`src/rtl/bcd_countdown_timer.sv`:
```
// Packed-BCD countdown timer with load, start/pause control and expiry detection.
// Optional auto-reload mode is enabled by defining BCD_TIMER_AUTO_RELOAD_EN.
module bcd_countdown_timer #(
  parameter int DIGITS = 4
) (
  input  logic                clk,
  input  logic                reset_n,
  input  logic                load,
  input  logic [4*DIGITS-1:0] load_val,
  input  logic                start,
  input  logic                pause,
  input  logic                tick,
  output logic [4*DIGITS-1:0] count,
  output logic                running,
  output logic                expired,
  output logic                done_pulse,
  output logic                load_err
);

  localparam int W = 4 * DIGITS;
  localparam logic [W-1:0] CNT_ONE = {{(W-1){1'b0}}, 1'b1};

  typedef enum logic [1:0] {
    ST_IDLE    = 2'd0,
    ST_RUN     = 2'd1,
    ST_PAUSED  = 2'd2,
    ST_EXPIRED = 2'd3
  } state_t;

  function automatic logic bcd_valid(input logic [W-1:0] v);
    logic ok;
    ok = 1'b1;
    for (int i = 0; i < DIGITS; i++) begin
      ok = ok & (v[4*i +: 4] <= 4'd9);
    end
    return ok;
  endfunction

  // Borrow ripples upward only through digits that were zero before the tick.
  function automatic logic [W-1:0] bcd_dec(input logic [W-1:0] v);
    logic [W-1:0] r;
    logic         borrow;
    logic [3:0]   d;
    r      = v;
    borrow = 1'b1;
    for (int i = 0; i < DIGITS; i++) begin
      d = v[4*i +: 4];
      if (borrow) begin
        if (d == 4'd0) begin
          r[4*i +: 4] = 4'd9;
        end else begin
          r[4*i +: 4] = d - 4'd1;
          borrow      = 1'b0;
        end
      end else begin
        r[4*i +: 4] = d;
      end
    end
    return r;
  endfunction

  state_t         state_q, state_d;
  logic [W-1:0]   count_q, count_d;
  logic           running_q, running_d;
  logic           expired_q, expired_d;
  logic           done_q, done_d;
  logic           load_err_q, load_err_d;
  logic           load_ok_s;
  logic           done_evt_s;
`ifdef BCD_TIMER_AUTO_RELOAD_EN
  logic [W-1:0]   reload_q, reload_d;
`endif

  // Next-state, next-count and registered-output computation.
  always_comb begin
    state_d    = state_q;
    count_d    = count_q;
    load_err_d = 1'b0;
    done_evt_s = 1'b0;
`ifdef BCD_TIMER_AUTO_RELOAD_EN
    reload_d   = reload_q;
`endif
    load_ok_s  = load & bcd_valid(load_val);

    if (load_ok_s) begin
      count_d = load_val;
      state_d = ST_IDLE;
`ifdef BCD_TIMER_AUTO_RELOAD_EN
      reload_d = load_val;
`endif
    end else begin
      // A rejected load still lets pause/start/tick act this cycle.
      load_err_d = load;
      case (state_q)
        ST_IDLE: begin
          if (!pause && start) begin
            if (count_q != '0) begin
              state_d = ST_RUN;
            end else begin
              state_d    = ST_EXPIRED;
              done_evt_s = 1'b1;
            end
          end else begin
            state_d = ST_IDLE;
          end
        end
        ST_RUN: begin
          if (pause) begin
            state_d = ST_PAUSED;
          end else if (tick) begin
            if (count_q == CNT_ONE) begin
`ifdef BCD_TIMER_AUTO_RELOAD_EN
              count_d = reload_q;
`else
              count_d = '0;
              state_d = ST_EXPIRED;
`endif
              done_evt_s = 1'b1;
            end else if (count_q != '0) begin
              count_d = bcd_dec(count_q);
            end else begin
              count_d = count_q;
            end
          end else begin
            state_d = ST_RUN;
          end
        end
        ST_PAUSED: begin
          if (!pause && start) begin
            state_d = ST_RUN;
          end else begin
            state_d = ST_PAUSED;
          end
        end
        ST_EXPIRED: begin
          state_d = ST_EXPIRED;
        end
        default: begin
          state_d = ST_IDLE;
          count_d = '0;
        end
      endcase
    end

    done_d    = done_evt_s & ~done_q;
    running_d = (state_d == ST_RUN);
    expired_d = (state_d == ST_EXPIRED);
  end

  // State, count and output registers with asynchronous active-low reset.
  always_ff @(posedge clk or negedge reset_n) begin
    if (!reset_n) begin
      state_q    <= ST_IDLE;
      count_q    <= '0;
      running_q  <= 1'b0;
      expired_q  <= 1'b0;
      done_q     <= 1'b0;
      load_err_q <= 1'b0;
`ifdef BCD_TIMER_AUTO_RELOAD_EN
      reload_q   <= '0;
`endif
    end else begin
      state_q    <= state_d;
      count_q    <= count_d;
      running_q  <= running_d;
      expired_q  <= expired_d;
      done_q     <= done_d;
      load_err_q <= load_err_d;
`ifdef BCD_TIMER_AUTO_RELOAD_EN
      reload_q   <= reload_d;
`endif
    end
  end

  assign count      = count_q;
  assign running    = running_q;
  assign expired    = expired_q;
  assign done_pulse = done_q;
  assign load_err   = load_err_q;

endmodule

```
`config.mk`:
```
export PLATFORM = sky130hd
export DESIGN_NAME = bcd_countdown_timer
export DESIGN_NICKNAME = d
export VERILOG_FILES = /design/src/rtl/bcd_countdown_timer.sv
export SDC_FILE = /design/constraint.sdc
export NUM_CORES = 1
export LEC_CHECK = 0
export ABC_AREA = 1
export BUFFER_PORTS_ARGS = -buffer_cell sky130_fd_sc_hd__clkbuf_2
export CORE_MARGIN = 5
export CORE_UTILIZATION = 35
export DETAILED_ROUTE_END_ITERATION = 12
export PLACE_DENSITY = 0.61
export SYNTH_ARGS = -nofsm -noshare
export SYNTH_HDL_FRONTEND = slang
export SYNTH_SLANG_ARGS = --single-unit
```
`constraint.sdc`:
```
create_clock -name clk -period 1.9 [get_ports clk]
set_input_delay 0.285 -clock clk [delete_from_list [all_inputs] [get_ports clk]]
set_output_delay 0.285 -clock clk [all_outputs]
set_load 0.02 [all_outputs]
```
==> impl_metrics.env <==
export IMPL_drcViolationCount=0
export IMPL_synth_edf_count=0
export IMPL_finalNetCount=337
export IMPL_wire_per_inst_um=11.8
export IMPL_yosysWarnings=0
export IMPL_vias=1701
export IMPL_synth_distinct_cells=26
export IMPL_cts_tree="built"
export IMPL_route_antenna_remaining_nets=0
export IMPL_min_period_ps=1750
export IMPL_die_h_um=79.0
export IMPL_overflow=0
export IMPL_power_density_nw_per_um2=1630
export IMPL_yosys_area_top_type_share_pct=33.0
export IMPL_finish_utilization_pct=44.8
export IMPL_firstDrtPassIters=4
export IMPL_grt_max_degree=23
export IMPL_clk_path_buf_depth=2
export IMPL_n_antenna_cell=0
export IMPL_cts_sinks=22
export IMPL_clock_fmax_mhz=571
export IMPL_cts_resized_gates=0
export IMPL_grt_use_total_pct=14.5
export IMPL_hp_class="in2async"
export IMPL_drive_above_1_share_pct=26.3
export IMPL_whs_ps=-3.58
export IMPL_worstPathArrival_ps=1960
export IMPL_clk_pin_slew_ps=80
export IMPL_synth_area_sq_um=1670
export IMPL_crit_type="reg2reg"
export IMPL_worstPathMaxFanout=10
export IMPL_hpwl_um=3430
export IMPL_start_util_pct=35.8
export IMPL_hold_violations=6
export IMPL_worst_pin_slew_ps=573
export IMPL_synth_largest_area_cell="dfrtp_1"
export IMPL_finClkSkew_ps=5.51
export IMPL_grt_first_pass_wirelength_um=7270
export IMPL_worstSkewPairLatency_ps=270
export IMPL_ys_flop_type="dfrtp_1"
export IMPL_status="finished with violations"
export IMPL_slew_headroom_pct=61.8
export IMPL_seq_area_frac_synth_pct=33.0
export IMPL_cellLeakagePower_uw=0.00123
export IMPL_row_count=25
export IMPL_pin_count=42
export IMPL_synthTopCellsByArea="dfrtp_1 (33%), nand2_1 (23%), nand3_1 (12%), nor2_1 (5.4%), inv_1 (5.2%)"
export IMPL_syn_num_nets=284
export IMPL_postSynthAreaPerCell_sq_um=6.52
export IMPL_cts_root_buf="clkbuf_8"
export IMPL_die_area_sq_um=6250
export IMPL_finalSetupViolCount=0
export IMPL_fp_dieW_um=79.0
export IMPL_r2r_slack_ps=150
export IMPL_post_cts_buffers=0
export IMPL_setup_tns_ps=0
export IMPL_max_cap_violations=0
export IMPL_syn_to_final_growth_pct=25.3
export IMPL_drt_iter0_markers=81
export IMPL_io_buffers=41
export IMPL_htreeDepth=1
export IMPL_netlist_top_cells_count="nand2_1 (101), nand3_1 (40), nor2_1 (24), inv_1 (23), dfrtp_1 (22)"
export IMPL_worstSetupStartpointType="register"
export IMPL_gp_congestion=0.844
export IMPL_async_reset_ff_share_pct=100
export IMPL_period_share_pct=92.2
export IMPL_rsz0062_at_grt="no"
export IMPL_wirelength_um=4260
export IMPL_cp_end_kind="register"
export IMPL_violations="negative hold slack"
export IMPL_vdd_drop_max_mv=0.929
export IMPL_crit_required_ps=2110
export IMPL_coreArea_sq_um=4660
export IMPL_antenna_found_initial=0
export IMPL_yosysMostFrequentCell="nand2_1"
export IMPL_synth_seq_cells=22
export IMPL_grt_pass1_vias=1607
export IMPL_report_final_slew_viol_count=0
export IMPL_r2r_cells=11
export IMPL_syn_inst=256
export IMPL_hold_buffers=0
export IMPL_numCtsBuffers=3
export IMPL_routed_via_density=4.70
path summary, 6_finish.rpt:
check	to	from
min reg2reg	done_pulse$_DFF_PN0_	done_pulse$_DFF_PN0_
max in group asynchronous	count[8]$_DFFE_PN0P_	reset_n
max	count[7]$_DFFE_PN0P_	count[0]$_DFFE_PN0P_
min	count[1]$_DFFE_PN0P_	reset_n
min in group clk	count[0]$_DFFE_PN0P_	load_val[0]
max reg2reg	count[7]$_DFFE_PN0P_	count[0]$_DFFE_PN0P_
cell families (layout without fill, tap and decap cells):
| logic type | after synthesis | in the layout | share of synthesized area (%) |
|---|---|---|---|
| adder cells (fa/ha/maj) | 6 | 6 | 4.50 |
| XOR/XNOR | 1 | 1 | 0.525 |
| AND/OR/NAND/NOR | 183 | 183 | 49.8 |
| AO/OA/AOI/OAI | 12 | 12 | 3.90 |
| buffers and inverters | 32 | 84 | 8.25 |
| flip-flops | 22 | 22 | 33.0 |
worst max-delay path: stages, from the launching register on:
cell	delay, ps
dfrtp_1	450
inv_1	150
ha_1	220
nand2_4	90
nor2_4	150
nand2_1	70
nand2_1	70
nand3_2	80
buf_4	190
nand2_2	100
nand2_1	50
nand2_1	60
per-layer routing:
metal | GRT usage [%] | wire length [um] | vias up
met4 | 3.61 | 32 | 0
li1 | - | - | 918
met1 | 19.1 | 2020 | 744
met5 | 0 | 0 | -
met3 | 3.85 | 259 | 2
met2 | 23.7 | 1950 | 37
where the power goes:
group	internal [uW]	switching, uW
Clock	282	157
Sequential	660	179
Combinational	810	1320
Total	1750	1660
through the flow:
| stage | hold WS [ps] | power [uW] | setup WS, ps | instance area [sq um] | instances |
|---|---|---|---|---|---|
| 6_report | -3.58 | 3410 | 149 | 2090 | 362 |
| 5_1_grt | 45.0 | 3790 | 1.10 | 2090 | 362 |
| 4_1_cts | 9.83 | 3410 | 64.1 | 2070 | 362 |
| 3_5_place_dp | 326 | 2950 | 92.5 | 2000 | 358 |
| 3_3_place_gp | 318 | 2940 | 76.9 | 2000 | 358 |
| 2_1_floorplan | -10.6 | 2330 | 208 | 1670 | 256 |
registers in the layout, indices dropped and copies added (netlist names):
register / count
done_pulse: 1
expired: 1
running: 1
state_q: 2
count: 16
load_err: 1
placed cells by master, fill, tap and decap left out, drive strengths merged:
master and count:
nand4 3, xor2 1, o22ai 1, buf 13
nor3b 1, clkbuf 44, o22a 1, nor2 28
bufinv 1, nand2 106, a21oi 3, ha 6
o21ai 7, nand3b 1, nand3 44, dfrtp 22
inv 26
layout make-up:
cell class / count / area [sq um]
clock buffer: 3 / 41.3
clock inverter: 1 / 30.0
fill: 511 / 2570
inverter: 26 / 100
multi-input combinational: 202 / 997
sequential: 22 / 551
tap: 54 / 67.6
timing repair buffer: 54 / 303
No activity file was read; power rests on OpenSTA's default activity.
